**config.mk**
```make
export PLATFORM = sky130hd
export DESIGN_NAME = spi_controller
export DESIGN_NICKNAME = d
export VERILOG_FILES = /design/src/rtl/spi_pkg.sv /design/src/rtl/sync_2ff.sv /design/src/rtl/spi_controller.sv
export SDC_FILE = /design/constraint.sdc
export NUM_CORES = 1
export LEC_CHECK = 0
export CAP_MARGIN = 40
export CORE_MARGIN = 5
export CORE_UTILIZATION = 50
export CTS_BUF_LIST = sky130_fd_sc_hd__clkbuf_8
export CTS_CLUSTER_DIAMETER = 50
export DETAILED_ROUTE_END_ITERATION = 7
export PLACE_DENSITY = 0.87
export RECOVER_POWER = 50
export SETUP_SLACK_MARGIN = 0.2
export SYNTH_ARGS = -nofsm -noshare
export SYNTH_HDL_FRONTEND = slang
export SYNTH_HIERARCHICAL = 1
export SYNTH_SLANG_ARGS = --single-unit
export TNS_END_PERCENT = 5
```
**constraint.sdc**
```tcl
create_clock -name clk -period 1.5 [get_ports clk]
set_input_delay 0.3 -clock clk [delete_from_list [all_inputs] [get_ports clk]]
set_output_delay 0.3 -clock clk [all_outputs]
set_load 0.05 [all_outputs]
```
**src/rtl/spi_pkg.sv**
```systemverilog
// -----------------------------------------------------------------------------
// spi_pkg
//   Shared types and constants for the SPI controller slice.
//   - spi_ctrl_state_t : controller FSM state encoding
//   - SPI_MIN_CLK_DIV  : smallest legal sck half-period in clk cycles; two of
//                        those cycles are taken by the miso synchronizer
// -----------------------------------------------------------------------------
package spi_pkg;

   typedef enum logic [2:0] {
      IDLE,
      SHIFT,
      NEXT,
      HOLD,
      GAP
   } spi_ctrl_state_t;

   localparam int unsigned SPI_MIN_CLK_DIV = 4;

endpackage

```
**src/rtl/sync_2ff.sv**
```systemverilog
// -----------------------------------------------------------------------------
// sync_2ff
//   Two-flop synchronizer for asynchronous inputs. Resets to zero.
//   Ports:
//     clk    in   sampling clock, rising edge
//     rst_n  in   asynchronous active-low reset
//     i_d    in   WIDTH  asynchronous input
//     o_q    out  WIDTH  input re-timed into the clk domain (2-cycle latency)
// -----------------------------------------------------------------------------
module sync_2ff #(
   parameter int unsigned WIDTH = 1
) (
   input  logic             clk,
   input  logic             rst_n,
   input  logic [WIDTH-1:0] i_d,
   output logic [WIDTH-1:0] o_q
);

   logic [WIDTH-1:0] r_meta;
   logic [WIDTH-1:0] r_sync;

   always_ff @(posedge clk or negedge rst_n) begin
      if (!rst_n) begin
         r_meta <= '0;
         r_sync <= '0;
      end else begin
         r_meta <= i_d;
         r_sync <= r_meta;
      end
   end

   assign o_q = r_sync;

endmodule

```
**src/rtl/spi_controller.sv**
```systemverilog
// -----------------------------------------------------------------------------
// spi_controller
//   SPI bus master, mode 0 (CPOL=0, CPHA=0), MSB first. Bytes arrive on a
//   valid/ready stream; tx_last closes the frame. Received bytes leave as a
//   one-cycle rx_valid strobe with rx_data held until the next strobe.
//   Parameters:
//     CLK_DIV  sck half-period in clk cycles (>= SPI_MIN_CLK_DIV)
//     CS_IDLE  minimum clk cycles ssel_ stays high between frames (>= 1)
//   Ports:
//     clk       in   system clock, rising edge
//     rst_n     in   asynchronous active-low reset
//     tx_data   in   8  byte to transmit
//     tx_valid  in   1  tx_data valid
//     tx_last   in   1  this byte ends the frame
//     tx_ready  out  1  byte accepted when tx_valid && tx_ready
//     rx_data   out  8  last captured byte
//     rx_valid  out  1  one-cycle strobe, rx_data updated
//     busy      out  1  frame in progress or inter-frame gap
//     sck       out  1  SPI clock, idles low
//     ssel_     out  1  chip select, active-low
//     mosi      out  1  controller data out
//     miso      in   1  peripheral data in (asynchronous)
// -----------------------------------------------------------------------------
module spi_controller
   import spi_pkg::*;
#(
   parameter int unsigned CLK_DIV = 4,
   parameter int unsigned CS_IDLE = 8
) (
   input  logic       clk,
   input  logic       rst_n,
   input  logic [7:0] tx_data,
   input  logic       tx_valid,
   input  logic       tx_last,
   output logic       tx_ready,
   output logic [7:0] rx_data,
   output logic       rx_valid,
   output logic       busy,
   output logic       sck,
   output logic       ssel_,
   output logic       mosi,
   input  logic       miso
);

   localparam int unsigned HW = $clog2(CLK_DIV);
   localparam int unsigned GW = $clog2(CS_IDLE + 1);
   localparam logic [HW-1:0] C_HALF_LAST = HW'(CLK_DIV - 1);
   localparam logic [GW-1:0] C_GAP_LAST  = GW'(CS_IDLE - 1);

   if (CLK_DIV < SPI_MIN_CLK_DIV) begin : g_bad_clk_div
      $error("spi_controller: CLK_DIV must be at least %0d", SPI_MIN_CLK_DIV);
   end
   if (CS_IDLE < 1) begin : g_bad_cs_idle
      $error("spi_controller: CS_IDLE must be at least 1");
   end

   spi_ctrl_state_t r_state;
   spi_ctrl_state_t w_state_nxt;

   logic [HW-1:0] r_half_cnt;
   logic [GW-1:0] r_gap_cnt;
   logic [2:0]    r_bit_cnt;
   logic          r_sck;
   logic          r_ssel_n;
   logic          r_last;
   logic [7:0]    r_tx_shift;
   logic [6:0]    r_rx_shift;
   logic [7:0]    r_rx_data;
   logic          r_rx_valid;

   logic          w_miso_s;
   logic          w_half_end;
   logic          w_byte_done;
   logic          w_accept;
   logic          w_tx_ready;
   logic          w_busy;

   sync_2ff #(
      .WIDTH (1)
   ) u_miso_sync (
      .clk   (clk),
      .rst_n (rst_n),
      .i_d   (miso),
      .o_q   (w_miso_s)
   );

   assign w_half_end  = (r_half_cnt == C_HALF_LAST);
   // 8th falling edge: end of the high phase of bit 0
   assign w_byte_done = r_sck && w_half_end && (r_bit_cnt == 3'd7);
   assign w_accept    = tx_valid && w_tx_ready;

   // ---------------- FSM state register ----------------
   always_ff @(posedge clk or negedge rst_n) begin
      if (!rst_n) begin
         r_state <= IDLE;
      end else begin
         r_state <= w_state_nxt;
      end
   end

   // ---------------- FSM next state / decoded outputs ----------------
   always_comb begin
      w_state_nxt = r_state;
      w_tx_ready  = 1'b0;
      w_busy      = 1'b1;
      case (r_state)
         IDLE: begin
            w_tx_ready = 1'b1;
            w_busy     = 1'b0;
            if (tx_valid) w_state_nxt = SHIFT;
         end
         NEXT: begin
            w_tx_ready = 1'b1;
            if (tx_valid) w_state_nxt = SHIFT;
         end
         SHIFT: begin
            if (w_byte_done) w_state_nxt = r_last ? HOLD : NEXT;
         end
         HOLD: begin
            if (w_half_end) w_state_nxt = GAP;
         end
         GAP: begin
            if (r_gap_cnt == C_GAP_LAST) w_state_nxt = IDLE;
         end
         default: begin
            w_state_nxt = IDLE;
         end
      endcase
   end

   // ---------------- Datapath: counters, shifters, bus pins ----------------
   always_ff @(posedge clk or negedge rst_n) begin
      if (!rst_n) begin
         r_half_cnt <= '0;
         r_gap_cnt  <= '0;
         r_bit_cnt  <= '0;
         r_sck      <= 1'b0;
         r_ssel_n   <= 1'b1;
         r_last     <= 1'b0;
         r_tx_shift <= '0;
         r_rx_shift <= '0;
         r_rx_data  <= '0;
         r_rx_valid <= 1'b0;
      end else begin
         r_rx_valid <= 1'b0;
         // Chip select follows the next state so it is registered (glitch-free)
         // and drops on the same edge that presents bit 7 on mosi.
         r_ssel_n   <= (w_state_nxt == IDLE) || (w_state_nxt == GAP);
         r_gap_cnt  <= (r_state == GAP) ? r_gap_cnt + 1'b1 : '0;

         if (w_accept) begin
            r_tx_shift <= tx_data;
            r_last     <= tx_last;
            r_half_cnt <= '0;
            r_bit_cnt  <= '0;
            r_sck      <= 1'b0;
         end else if (r_state == SHIFT) begin
            r_half_cnt <= w_half_end ? '0 : r_half_cnt + 1'b1;
            if (w_half_end) begin
               r_sck <= ~r_sck;
               if (r_sck) begin
                  // Falling edge: miso taken at the last high-phase cycle,
                  // mosi advances to the next bit.
                  r_tx_shift <= {r_tx_shift[6:0], 1'b0};
                  r_rx_shift <= {r_rx_shift[5:0], w_miso_s};
                  r_bit_cnt  <= r_bit_cnt + 3'd1;
                  if (r_bit_cnt == 3'd7) begin
                     r_rx_data  <= {r_rx_shift, w_miso_s};
                     r_rx_valid <= 1'b1;
                  end
               end
            end
         end else if (r_state == HOLD) begin
            r_half_cnt <= w_half_end ? '0 : r_half_cnt + 1'b1;
         end
      end
   end

   assign tx_ready = w_tx_ready;
   assign busy     = w_busy;
   assign sck      = r_sck;
   assign ssel_    = r_ssel_n;
   assign mosi     = r_tx_shift[7];
   assign rx_data  = r_rx_data;
   assign rx_valid = r_rx_valid;

endmodule

```
; Word-level counts from Yosys, hierarchy flattened
; Cells that the tools add are included.
[totals]
out_inout_bits = 14
ff_bits = 41
input_bits = 13
word_cells = 70
[op_classes]
reduce_logical = 15
bitwise_logic = 2
n_eq_ne = 8
n_mux = 29
addsub = 3
[op_table]
columns = operator, n
row1 = two-way mux 8 bit, 4
row2 = two-way mux 3 bit, 8
row3 = one-hot mux 3 bit (4 select lines), 1
row4 = two-way mux 1 bit, 11
row5 = "== test 3 bit, second input constant", 3
row6 = two-way mux 2 bit, 4
row7 = "== test 3 x 2 -> 1 bit, second input constant", 2
row8 = logical NOT 3 bit, 2
row9 = nonzero test 2 bit, 3
row10 = AND reduction 5 bit, 1
row11 = "adder 4 x 1 -> 4 bit, second input constant", 1
row12 = "== test 4 x 3 -> 1 bit, second input constant", 1
row13 = two-way mux 4 bit, 1
row14 = AND reduction 4 bit, 1
row15 = "adder 3 x 1 -> 3 bit, second input constant", 1
row16 = "== test 3 x 1 -> 1 bit, second input constant", 1
row17 = logical AND 1 bit, 3
row18 = AND reduction 3 bit, 1
row19 = nonzero test 3 bit, 1
row20 = "adder 2 x 1 -> 2 bit, second input constant", 1
row21 = "== test 2 bit, second input constant", 1
row22 = NOT 1 bit, 2
row23 = AND reduction 2 bit, 1
row24 = OR reduction 2 bit, 1
row25 = logical OR 1 bit, 1

; Longest topological paths before layout
[logic_depth]
depth_word = 7
mapped_depth = 5
depth_no_buf = 5

; Modules after synthesis
; Netlist, hierarchy kept.
[modules_own_cells]
columns = module, seq_area_each_um2, area_each_um2, n_inst, cells_per_inst
row1 = spi_controller, 977.2, 1704.1, 1, 136
row2 = sync_2ff, 50.0, 50.0, 1, 2

; Worst setup path before layout
; Ideal clock, no wire load.
[synth_path]
kind = register to register
start = reg r_half_cnt[0]
end = reg r_rx_data[1] (netlist: rx_data[1])
t_required_ns = 1.375
slack_ns = -0.122
t_arrival_ns = 1.498
period_less_slack_ns = 1.622
n_path_buf = 1
setup_ns = 0.125
stages_incl_launch_ff = 6
cell_sequence = dfrtp_1 > ha_1 > and4bb_1 > and3_1 > buf_2 > mux2_2
[synth_via]
elab_chain_cells = 2
[synth_rtl]
columns = item, line_no
row1 = from (decl), spi_controller.sv:60  ; logic [HW-1:0] r_half_cnt;
row2 = from (signal assigned), spi_controller.sv:158  ; r_half_cnt <= w_half_end ? '0 : r_half_cnt + 1'b1;
row3 = from (signal assigned), spi_controller.sv:174  ; r_half_cnt <= w_half_end ? '0 : r_half_cnt + 1'b1;
row4 = == test 2 bit, spi_controller.sv:87  ; assign w_half_end = (r_half_cnt == C_HALF_LAST);
row5 = AND reduction 5 bit (no line), n/a
row6 = to (signal assigned), spi_controller.sv:168  ; r_rx_data <= {r_rx_shift, w_miso_s};
row7 = to (decl), spi_controller.sv:68  ; logic [7:0] r_rx_data;
; No other way between the ends.
; A chain may end at the register's enable or synchronous reset.

; Final worst setup path
[layout_path]
start = reg r_state[0]
end = out busy
[layout_via]
elab_chain_cells = 2
[layout_rtl]
columns = item, line_no
row1 = from (decl), spi_controller.sv:57  ; spi_ctrl_state_t r_state;
row2 = from (signal assigned), spi_controller.sv:97  ; r_state <= w_state_nxt;
row3 = logical NOT 3 bit, spi_controller.sv:106  ; case (r_state)
row4 = two-way mux 1 bit, spi_controller.sv:106
row5 = to (decl), spi_controller.sv:38  ; output logic busy,
; No other way between the ends.

==> results.py <==
metrics = {
    "status": {
        "status": "complete, but fails checks",
        "violations": "negative setup slack",
    },
    "detailed_routing": {
        "vias_per_cell": 5.52,
        "routedWlPerCell_um": 17.7,
        "drt-initial-drc-count": 66,
        "antenna_left": 0,
        "drtPass1Iterations": 4,
        "wl_mm": 4.13,
        "num_vias": 1291,
        "route.detailed.drc": 0,
    },
    "floorplan": {
        "initial_core_util_pct": 52.2,
        "die_w_um": 69.2,
        "die_area_um2": 4790,
        "num_rows": 21,
        "die_y_um": 69.2,
        "io_pins": 27,
        "coreArea_um2": 3360,
    },
    "sta": {
        "rsz0062_at_grt": "yes",
        "fin_skew_ps": 6.11,
        "period_needed_ps": 1660,
        "fmax_ghz": 0.603,
        "setup_tns_ps": -2010,
        "hold_viol": 0,
        "slew_viol_final": 0,
        "max_slew.worst_pin.slew_ps": 485,
        "max_slew_margin_pct": 67.7,
        "fin_crit_sh_pct": 111,
        "setup_slack_ps": -160,
        "final-setup-viol-count": 26,
    },
    "grt": {
        "grt-busiest-layer": "met2",
        "grt_pass1_vias": 1437,
        "grt_start_max_net_pins": 21,
        "grt_use_met2_pct": 32.7,
        "grt_overflow": 0,
        "grt_pass1_wl_mm": 7.06,
        "grtUsageTotal_pct": 18.9,
        "use_met3_pct": 6.38,
        "antenna_found_initial": 0,
        "met1_usage_pct": 20.8,
    },
    "yosys": {
        "async_flop_share_pct": 100,
        "yosysUniqueCellTypes": 34,
        "ys_dominant_reg_cell": "dfrtp_1",
        "synth_enable_flop_cells": 0,
        "yosys_warnings": 6,
        "syn_nets": 155,
        "yosysSeqAreaShare_pct": 58.6,
        "syn_avg_cell_area_um2": 12.7,
        "synth-seq-cells": 41,
        "syn-cell-area_um2": 1750,
        "syn_inst": 138,
    },
    "clock_tree": {
        "root_buffer": "clkbuf_8",
        "clk_pin_slew_ps": 80,
        "cts_buffers": 5,
        "h-tree-depth": 2,
        "cts.path.max_buffers": 2,
        "clock-sinks": 41,
        "cts_tree": "done",
        "clk_latency_ps": 300,
    },
    "critical_path": {
        "crit_end": "busy",
        "cp-startpoint": "r_state[0]",
        "cp-start-kind": "register",
        "crit_path_end_kind": "output pin",
        "crit_path_max_fanout": 3,
        "rr_startpoint": "r_state[2]",
        "path_class": "reg -> out",
        "worst-r2r-setup-slack_ps": -140,
        "arrival_ps": 1360,
        "r2r_cells": 4,
        "r2r_end": "rx_data[7]",
        "critical_path_required_ps": 1200,
    },
    "pwr": {
        "p_switching_mw": 1.47,
        "peakVddDrop_mv": 1.09,
        "leakagePower_nw": 1.24,
        "p_seq_share_pct": 37.8,
        "clockPowerShare_pct": 21.0,
        "p_int_mw": 2.94,
        "switching_share_pct": 33.4,
        "power_density_nw_per_um2": 1720,
        "comb_power_share_pct": 41.2,
    },
    "job": {
        "drv_cap": 0,
    },
    "place": {
        "port_buffers": 26,
        "placed_cells": 219,
        "routabilityCongestion": 0.793,
        "dpl.hpwl_mm": 2.83,
    },
    "cells_and_area": {
        "regArea_um2": 1030,
        "finalNonFillerCells": 234,
        "multi_input_area_um2": 749,
        "nNetsFinal": 204,
        "post-route-util_pct": 76.2,
        "drive_gt1_share_pct": 41.0,
        "antenna_cells": 0,
        "fill_cells": 222,
        "area_growth_pct": 46.0,
    },
    "worst_hold_path": {
        "hp-class": "reg -> reg",
        "hold_path_startpoint": "u_miso_sync/r_meta",
    },
}
per-stage QoR:
step / cell area, um2 / setup slack (ps) / total power [mW] / hold WS (ps)
final: 2560 / -160 / 4.41 / 360
after global routing: 2560 / -193 / 4.65 / 387
after CTS: 2540 / -167 / 4.40 / 364
after detailed placement: 2320 / -349 / 3.32 / 261
after global placement: 2320 / -302 / 3.19 / 257
after floorplan: 1800 / -36.0 / 2.57 / 4.41
logic make-up after synthesis:
group | Yosys count | synth area share, %
compound gates | 18 | 7.99
xor+xnor | 3 | 1.50
fa+ha+maj | 4 | 2.85
buf+inv | 9 | 2.92
flops | 41 | 58.6
mux | 17 | 10.8
simple gates | 46 | 15.4
placed cells by master (no fill, tap or decap), types with 2 or more instances in the layout:
master,instances
a221o_1,7
a31o_2,2
and2_0,2
and2_1,3
and2_4,3
and3_1,10
and3_4,2
buf_12,14
buf_4,15
buf_6,6
clkbuf_8,6
clkdlybuf4s50_1,10
dfrtp_1,38
dfrtp_2,2
dlygate4sd3_1,2
ha_1,2
ha_2,2
mux2_2,7
mux2_4,8
mux2i_1,2
nand2_1,7
nor2_1,8
nor3b_1,2
o21ai_0,4
xnor2_1,2
repair_timing:
action | CTS | global route
setup buffers | 3 | 2
hold endpoints to repair | 17 | 0
cloned | 1 | 0
endpoints found under the setup margin | 34 | 37
gates resized for setup | 18 | 5
pin swaps | 9 | 3
hold buffers | 1 | 0
worst min path at each step:
| stage | slack, ps | depth (start not counted) | end |
|---|---|---|---|
| finish | 360 | 0 | u_miso_sync/o_q |
| floorplan | 4 | 0 | r_bit_cnt[0] |
| global route | 390 | 0 | u_miso_sync/o_q |
| detailed placement | 260 | 1 | sck |
| global placement | 260 | 1 | r_state[1] |
| CTS | 360 | 0 | u_miso_sync/o_q |
sequential cells by signal, summed over array words and instances (netlist names), 2 cells and up:
name	count
r_tx_shift	8
rx_data	8
r_rx_shift	7
r_gap_cnt	4
r_bit_cnt	3
r_state	3
r_half_cnt	2
synth_stat cells (2+ instances only):
master     n  area [um2]
and3_1    11        68.8
buf_6      2        22.5
nand2_1    7        26.3
mux2_2    15         169
clkbuf_1   4        15.0
a31o_2     2        17.5
and2_0     5        31.3
buf_2      2        10.0
dfrtp_1   40        1000
a221o_1    7        70.1
nor3b_1    2        15.0
ha_1       4        50.1
nor2_1     8        30.0
mux2i_1    2        20.0
and2_1     3        18.8
xnor2_1    2        17.5
o21ai_0    5        25.0
layout make-up:
class | instances | area share [%]
sequential | 41 | 40.2
multi-input combinational | 89 | 29.3
timing repair buffer | 49 | 23.4
clock buffer | 6 | 3.22
tap | 46 | 2.25
clock inverter | 2 | 1.47
inverter | 1 | 0.147
power by group through the flow:
stage	combinational, mW	clock [mW]	sequential, mW
floorplan	0.796	0	1.78
global placement	1.57	0	1.62
detailed placement	1.66	0	1.66
CTS	1.79	0.941	1.66
global route	1.94	1.00	1.70
finish	1.82	0.926	1.67
critical path: stages, from the launching register on:
cell	delay, ps
dfrtp_1	400
buf_6	120
or3_4	380
buf_8	160
layer usage:
metal  share of wire, %  vias up  routed length, um
li1                   -      590                  -
met1                 39      660               1610
met2                 54       31               2250
met3                4.2       10                172
met4                2.5        0                102
met5                  0        -                  0
Note: power is estimated with default switching activity, not from simulation.
